**src/rtl/audio_codec_i2s.sv**
```systemverilog
// I2S clock-master codec interface: BCLK/LRCK generation, mono DAC serialiser
// and left-slot ADC deserialiser with sample_req/sample_end handshakes.
`timescale 1ns/1ps
module audio_codec_i2s #(
    parameter int unsigned SAMPLE_W  = 16,
    parameter int unsigned SLOT_BITS = 32,
    parameter int unsigned BCLK_HALF = 2,
    parameter int unsigned REQ_LAT   = 1
) (
    input  logic                clk,
    input  logic                reset_n,
    output logic                sample_req,
    input  logic [SAMPLE_W-1:0] audio_output,
    output logic                sample_end,
    output logic [SAMPLE_W-1:0] audio_input,
    output logic                aud_bclk,
    output logic                aud_daclrck,
    output logic                aud_adclrck,
    output logic                aud_dacdat,
    input  logic                aud_adcdat
);

    localparam int unsigned DIV_W = (BCLK_HALF > 1) ? $clog2(BCLK_HALF) : 1;
    localparam int unsigned BC_W  = $clog2(SLOT_BITS);
    localparam int unsigned LAT_W = $clog2(REQ_LAT + 1);

    logic [DIV_W-1:0]    r_div;
    logic                r_bclk;
    logic                r_lrck;
    logic [BC_W-1:0]     r_bitcnt;
    logic                r_dacdat;
    logic                r_sample_req;
    logic                r_sample_end;
    logic [SAMPLE_W-1:0] r_audio_input;
    logic [SAMPLE_W-1:0] r_tx;
    logic [SAMPLE_W-1:0] r_rx;
    logic [LAT_W-1:0]    r_lat_cnt;
    logic                r_cap_done;

    logic                w_div_wrap;
    logic                w_rise;
    logic                w_fall;
    logic                w_slot_wrap;
    logic [BC_W-1:0]     w_bit_next;
    logic                w_next_in_word;
    logic                w_cur_in_word;
    logic [SAMPLE_W-1:0] w_tx_sh;
    logic                w_cap;
    logic                w_cap_last;

    assign w_div_wrap     = (r_div == DIV_W'(BCLK_HALF - 1));
    assign w_rise         = w_div_wrap && !r_bclk;
    assign w_fall         = w_div_wrap && r_bclk;
    assign w_slot_wrap    = (r_bitcnt == BC_W'(SLOT_BITS - 1));
    assign w_bit_next     = w_slot_wrap ? '0 : r_bitcnt + BC_W'(1);
    assign w_next_in_word = (w_bit_next != '0) && (w_bit_next <= BC_W'(SAMPLE_W));
    assign w_cur_in_word  = (r_bitcnt != '0) && (r_bitcnt <= BC_W'(SAMPLE_W));
    // Slot bit b carries tx[SAMPLE_W-b]; shifting left by b-1 brings it to the MSB.
    assign w_tx_sh        = r_tx << (w_bit_next - BC_W'(1));
    assign w_cap          = w_rise && !r_lrck && w_cur_in_word;
    assign w_cap_last     = w_rise && !r_lrck && (r_bitcnt == BC_W'(SAMPLE_W));

    always_ff @(posedge clk or negedge reset_n) begin
        if (!reset_n) begin
            r_div         <= '0;
            r_bclk        <= 1'b0;
            r_lrck        <= 1'b1;
            r_bitcnt      <= '0;
            r_dacdat      <= 1'b0;
            r_sample_req  <= 1'b0;
            r_sample_end  <= 1'b0;
            r_audio_input <= '0;
            r_tx          <= '0;
            r_rx          <= '0;
            r_lat_cnt     <= '0;
            r_cap_done    <= 1'b0;
        end else begin
            r_sample_req <= 1'b0;
            r_sample_end <= 1'b0;

            if (w_div_wrap) begin
                r_div  <= '0;
                r_bclk <= ~r_bclk;
            end else begin
                r_div <= r_div + DIV_W'(1);
            end

            if (r_lat_cnt != '0) begin
                r_lat_cnt <= r_lat_cnt - LAT_W'(1);
                if (r_lat_cnt == LAT_W'(1))
                    r_tx <= audio_output;
            end

            if (w_fall) begin
                r_bitcnt <= w_bit_next;
                r_dacdat <= w_next_in_word ? w_tx_sh[SAMPLE_W-1] : 1'b0;
                if (w_slot_wrap) begin
                    r_lrck <= ~r_lrck;
                    if (r_lrck) begin
                        r_sample_req <= 1'b1;
                        r_lat_cnt    <= LAT_W'(REQ_LAT);
                    end
                end
            end

            if (w_cap)
                r_rx <= {r_rx[SAMPLE_W-2:0], aud_adcdat};

            r_cap_done <= w_cap_last;
            if (r_cap_done) begin
                r_audio_input <= r_rx;
                r_sample_end  <= 1'b1;
            end
        end
    end

    assign sample_req  = r_sample_req;
    assign sample_end  = r_sample_end;
    assign audio_input = r_audio_input;
    assign aud_bclk    = r_bclk;
    assign aud_daclrck = r_lrck;
    assign aud_adclrck = r_lrck;
    assign aud_dacdat  = r_dacdat;

endmodule

```
**config.mk**
```make
export PLATFORM = sky130hd
export DESIGN_NAME = audio_codec_i2s
export DESIGN_NICKNAME = d
export VERILOG_FILES = /design/src/rtl/audio_codec_i2s.sv
export SDC_FILE = /design/constraint.sdc
export NUM_CORES = 1
export LEC_CHECK = 0
export ABC_AREA = 1
export BUFFER_PORTS_ARGS = -buffer_cell sky130_fd_sc_hd__buf_2
export CAP_MARGIN = 20
export CORE_UTILIZATION = 55
export DETAILED_ROUTE_END_ITERATION = 6
export PLACE_DENSITY = 0.86
export SYNTH_ARGS = -nofsm -noshare
export SYNTH_HDL_FRONTEND = slang
export SYNTH_SLANG_ARGS = --single-unit
```
**constraint.sdc**
```tcl
create_clock -name clk -period 2.6 [get_ports clk]
set_clock_uncertainty 0.15 [all_clocks]
set_input_delay 0.52 -clock clk [delete_from_list [all_inputs] [get_ports clk]]
set_output_delay 0.52 -clock clk [all_outputs]
set_load 0.02 [all_outputs]
```
======== After elaboration in Yosys (flattened, before gate mapping) ========
Cells that the tools add are included.
W data, S select, Z words.
cells by class
  equal/unequal tests ..................... 2
  order comparisons ....................... 2
  reduce and logical (&&, ||, !) cells .... 12
  bitwise logic cells ..................... 2
  multipliers ............................. 0
  divide/modulo/power cells ............... 0
  add/sub/neg operators ................... 4
  shifts and indexed selects .............. 1
  mux-type cells .......................... 11
operators with widths
  kind                   count
  $shl A16 B5 Y16        1
  $eq A5 B5 Y1 const B   2
  $le A5 B5 Y1 const B   2
  $mux W1                10
  $reduce_bool A5 Y1     2
  $logic_and A1 B1 Y1    7
  $add A5 B1 Y5 const B  1
  $mux W5                1
  $sub A5 B1 Y5 const B  1
  $logic_not A1 Y1       2
  $not A1 Y1             2
  $reduce_and A2 Y1      1
  $add A1 B1 Y1 const B  1
  $sub A1 B1 Y1 const B  1
storage, ports and cells
  memory bits (writable) .................. 0
  latch bits .............................. 0
  logic and storage cells ................. 46
  output and inout port bits .............. 22
  bits in read-only memories .............. 0
  register bits after elaboration ......... 61
  memories ................................ 0
  input port bits ......................... 19

======== Longest topological paths before layout ========
  depth in word-level cells ............... 5
  depth in mapped cells ................... 15

======== Worst setup path after synthesis ========
OpenSTA, ideal clock, no wires.
  kind .................................... flip-flop to flip-flop
  start point ............................. register r_bitcnt[0]
  end point ............................... register r_dacdat (netlist: aud_dacdat)
  clock period less this slack ............ 2069 ps
  setup slack ............................. 531 ps
  arrival ................................. 1803 ps
  cell stages (with the launch flop) ...... 15
  cell sequence ........................... dfrtp_1 -> ha_1 -> nand2_1 -> nor2_1 -> ha_1 -> nor2_4 -> nand2_1 -> nand2_2 -> nand2_1 -> nand2_1 -> nand2_1 -> nand3_2 -> nand2_1 -> nand2_1 -> nand2_1
between the ends
  cells in the longest elaborated chain, start to end .. 5
  elaborated cells between the ends (all ways) .. 9
  those cells by class .................... add/sub (2); order compare (1); eq/ne (1); shift (1); mux (2); reduce/logical (2)
RTL lines
  what                                                           line    text
  from (decl)                                                    30      logic [BC_W-1:0] r_bitcnt;
  from (signal assigned)                                         95      r_bitcnt <= w_bit_next;
  $add A5 B1 Y5 / $eq A5 B5 Y1 (equally long branches)           55, 54
  $mux W5 *                                                      55      assign w_bit_next = w_slot_wrap ? '0 : r_bitcnt + BC_W'(1);
  $sub A5 B1 Y5, or another cell as far along                    59      assign w_tx_sh = r_tx << (w_bit_next - BC_W'(1));
  $shl A16 B5 Y16 / $logic_and A1 B1 Y1 (equally long branches)  59, 56
  $mux W1 *                                                      96      r_dacdat <= w_next_in_word ? w_tx_sh[SAMPLE_W-1] : 1'b0;
  to (signal assigned)                                           96
  to (decl)                                                      31      logic r_dacdat;
Mark *: on every way between the ends. The rest lies on a longest branch, timed or not.
A chain may end at the register's enable or synchronous reset.

======== Worst setup path in the final report ========
Ends and elaborated chain as after synthesis.

==> flow_summary.ini <==
[clock_tree]
cts_tree = yes
clock-root-buffer = clkbuf_8
clkLatencyLatePin_ps = 340
h-tree-depth = 3
cts.sinks = 60
cts_buffers = 9
clock_path_buffers = 2
clkSlewWorstSetupHoldPaths_ps = 60

[pwr]
p_leak_nw = 1.705
powerDensity_nw_per_um2 = 623.3
switching_power_mw = 0.3890
swShare_pct = 19.80
comb_power_share_pct = 2.4
ir_drop_mv = 0.5331
p_seq_share_pct = 48.3
cell_internal_pwr_mw = 1.575
power.share.clock_pct = 49.3

[timing]
setup_viol = 0
hold_viol_final = 0
post-route-min-period_ps = 2308
fmax_mhz = 433.3
finalCritPeriodShare_pct = 88.76
slew_viol_final = 0
worst_pin_slew_ps = 627.8
timing.setup.tns_ps = 0
rsz0062_at_grt = false
max_slew_margin_pct = 58.15

[drt]
dr.first_iter.drc_count = 137
routed_wl_mm = 4.972
wl_per_cell_um = 12.49
drc = 0
vias = 2050
firstDrtPassIters = 4
via_per_inst = 5.151
ant_nets = 0

[setup_path]
critical_path.slowest_cell = dfrtp_1
worst_setup_path_start_kind = flop
critPathMaxStageDelay_ps = 500
crit_top_cell = nand2_1
cp.required_ps = 2690
critPathKind = reg2reg
critPathTopFamily = simple AND/OR/NAND/NOR gates
crit_buf_inv = 1
cp_cell_sequence = ha_1 > nand2_1 > nor2_1 > ha_1 > inv_2 > nand2_4 > nand2_2 > nand2_2 > nand2_1 > nand2_1 > nand2_1 > nand3_2 > nand2_1 > nand2_1 > nand2_1
crit_arrival_ps = 2400
cp-end-kind = flop
worst-path-max-fanout = 9

[logic_synthesis]
yosys.area.top_type = dfrtp_1
syn_area_um2 = 2655
synth_seq_cells = 60
synthCells = 298
syn-num-nets = 321
ys_seq_area_share_pct = 56.60
synth_cell_types = 24
synth_area_leaders = dfrtp_1 (56%), nand2_1 (9.8%), o21ai_0 (6.4%)
syn_avg_cell_area_um2 = 8.910
synth_top_cell_area_share_pct = 55.61
yosysWarnings = 0

[layout]
num-fill-cells = 332
diodes = 0
fin_nets = 365
post-route-util_pct = 69.97
multi_input_area_um2 = 939.7
ff_latch_area_um2 = 1503
area_growth_pct = 18.71
drive_above_1_share_pct = 23.99

[global_route]
grt_max_degree = 41
grt_pass1_wl_mm = 8.590
grt_overflow = 0
grt_pass1_vias = 1992
antenna_found_initial = 0
grt.total_usage_pct = 22.51

[run_status]
status = finished, final reports clean

[floorplan]
dieArea_um2 = 5109
start_util_pct = 58.94
dieHeight_um = 71.48
placeableCoreArea_um2 = 4504
rows = 24
ioPinCount = 41
die_w_um = 71.48

[min_path]
hold_path.class = in2reg

[placement]
port_buffers = 40
gp_congestion = 0.8137
place_hpwl_mm = 3.353

[run]
max-cap-violations = 0
==> metrics by stage <==
stage	std cells	setup slack (ps)	hold slack, ps	instance area, um^2	power, mW
floorplan	298	530.8	74.41	2655	0.9740
global placement	382	426.9	313.7	2908	1.010
detailed placement	382	330.6	325.5	2908	1.012
CTS	398	311.2	231.9	3152	1.979
global route	398	77.92	238.9	3152	2.037
finish	398	292.1	231.8	3152	1.964
==> cell families after synthesis <==
kind of cell / share of synthesized area, %
adders and majority gates: 1.885
buffers and inverters: 8.011
AOI/OAI and AO/OA: 9.802
xor gates and xnor gates: 0.6599
and+or+nand+nor: 20.50
muxes: 2.545
DFF: 56.60
==> cells in the final DEF (no fill, tap or decap) <==
| cell | netlist | routed |
|---|---|---|
| a21oi_1 | 18 | 18 |
| and3_1 | 1 | 1 |
| buf_12 | 0 | 1 |
| buf_2 | 2 | 40 |
| buf_4 | 2 | 3 |
| bufinv_16 | 0 | 2 |
| clkbuf_8 | 0 | 12 |
| clkinv_4 | 0 | 1 |
| dfrtp_1 | 59 | 59 |
| dfstp_2 | 1 | 1 |
| dlygate4sd3_1 | 0 | 1 |
| ha_1 | 4 | 4 |
| inv_1 | 38 | 38 |
| inv_2 | 4 | 4 |
| mux2_2 | 6 | 6 |
| nand2_1 | 69 | 69 |
| nand2_2 | 3 | 3 |
| nand2_4 | 1 | 1 |
| nand3_1 | 13 | 13 |
| nand3_2 | 3 | 3 |
| nand3b_1 | 1 | 1 |
| nand4_1 | 1 | 1 |
| nor2_1 | 22 | 22 |
| nor2_2 | 2 | 2 |
| nor2_4 | 4 | 4 |
| o21ai_0 | 34 | 34 |
| xor2_1 | 2 | 2 |
==> repair_timing <==
| item | CTS | global route |
|---|---|---|
| gates resized for setup | 0 | 0 |
| hold endpoints to repair | 20 | 0 |
| setup endpoints to repair | 0 | 0 |
| buffers inserted | 0 | 0 |
| hold buffers | 1 | 0 |
==> Yosys cell counts <==
cell,count
a21oi_1,18
and3_1,1
buf_1,1
buf_2,2
buf_4,2
clkbuf_1,7
dfrtp_1,59
dfstp_2,1
ha_1,4
inv_1,38
inv_2,4
mux2_2,6
nand2_1,69
nand2_2,3
nand2_4,1
nand3_1,13
nand3_2,3
nand3b_1,1
nand4_1,1
nor2_1,22
nor2_2,2
nor2_4,4
o21ai_0,34
xor2_1,2
==> layer usage <==
layer	up-vias	global-route usage (%)	part of all wire [%]
li1	1023	-	-
met1	969	27.69	45
met2	48	35.66	49
met3	10	8.861	4.9
met4	0	9.586	1.5
met5	-	0	0
==> sequential cells by signal (all words and copies together), names as in the netlist <==
signal	flops
r_rx	16
audio_input	16
r_lat_cnt	1
r_bitcnt	5
aud_dacdat	1
aud_bclk	1
r_tx	16
sample_end	1
r_cap_done	1
aud_adclrck	1
r_div	1
==> layout make-up <==
class / count / share of cell area (%)
tap: 52 / 2.064
clock buffer: 12 / 5.240
sequential: 60 / 47.68
timing repair buffer: 45 / 8.019
clock inverter: 3 / 2.183
inverter: 42 / 5.002
multi-input combinational: 184 / 29.81
==> power by group through the flow <==
| stage | clock [mW] | combinational (mW) | sequential (mW) |
|---|---|---|---|
| CTS | 0.982 | 0.0487 | 0.948 |
| global placement | 0 | 0.0450 | 0.965 |
| detailed placement | 0 | 0.0469 | 0.965 |
| finish | 0.969 | 0.0468 | 0.949 |
| global route | 1.03 | 0.0542 | 0.949 |
| floorplan | 0 | 0.0100 | 0.964 |
==> path summary, 6_finish.rpt <==
kind	depth (start not counted)	end	slack, ps	start
setup reg to reg	15	aud_dacdat	290	r_bitcnt[0]
max in group asynchronous	3	aud_adclrck	1130	reset_n
setup / recovery	15	aud_dacdat	290	r_bitcnt[0]
hold / removal	3	r_tx[11]	230	audio_output[11]
min in group asynchronous	2	r_tx[2]	530	reset_n
hold reg to reg	1	r_div	330	r_div
==> worst min-delay path, delay by kind of cell <==
kind	cells	cell delay, ps
AO/OA/AOI/OAI	1	50
AND/OR/NAND/NOR	1	40
buffers and inverters	1	70
(Power assumes the default switching activity.)
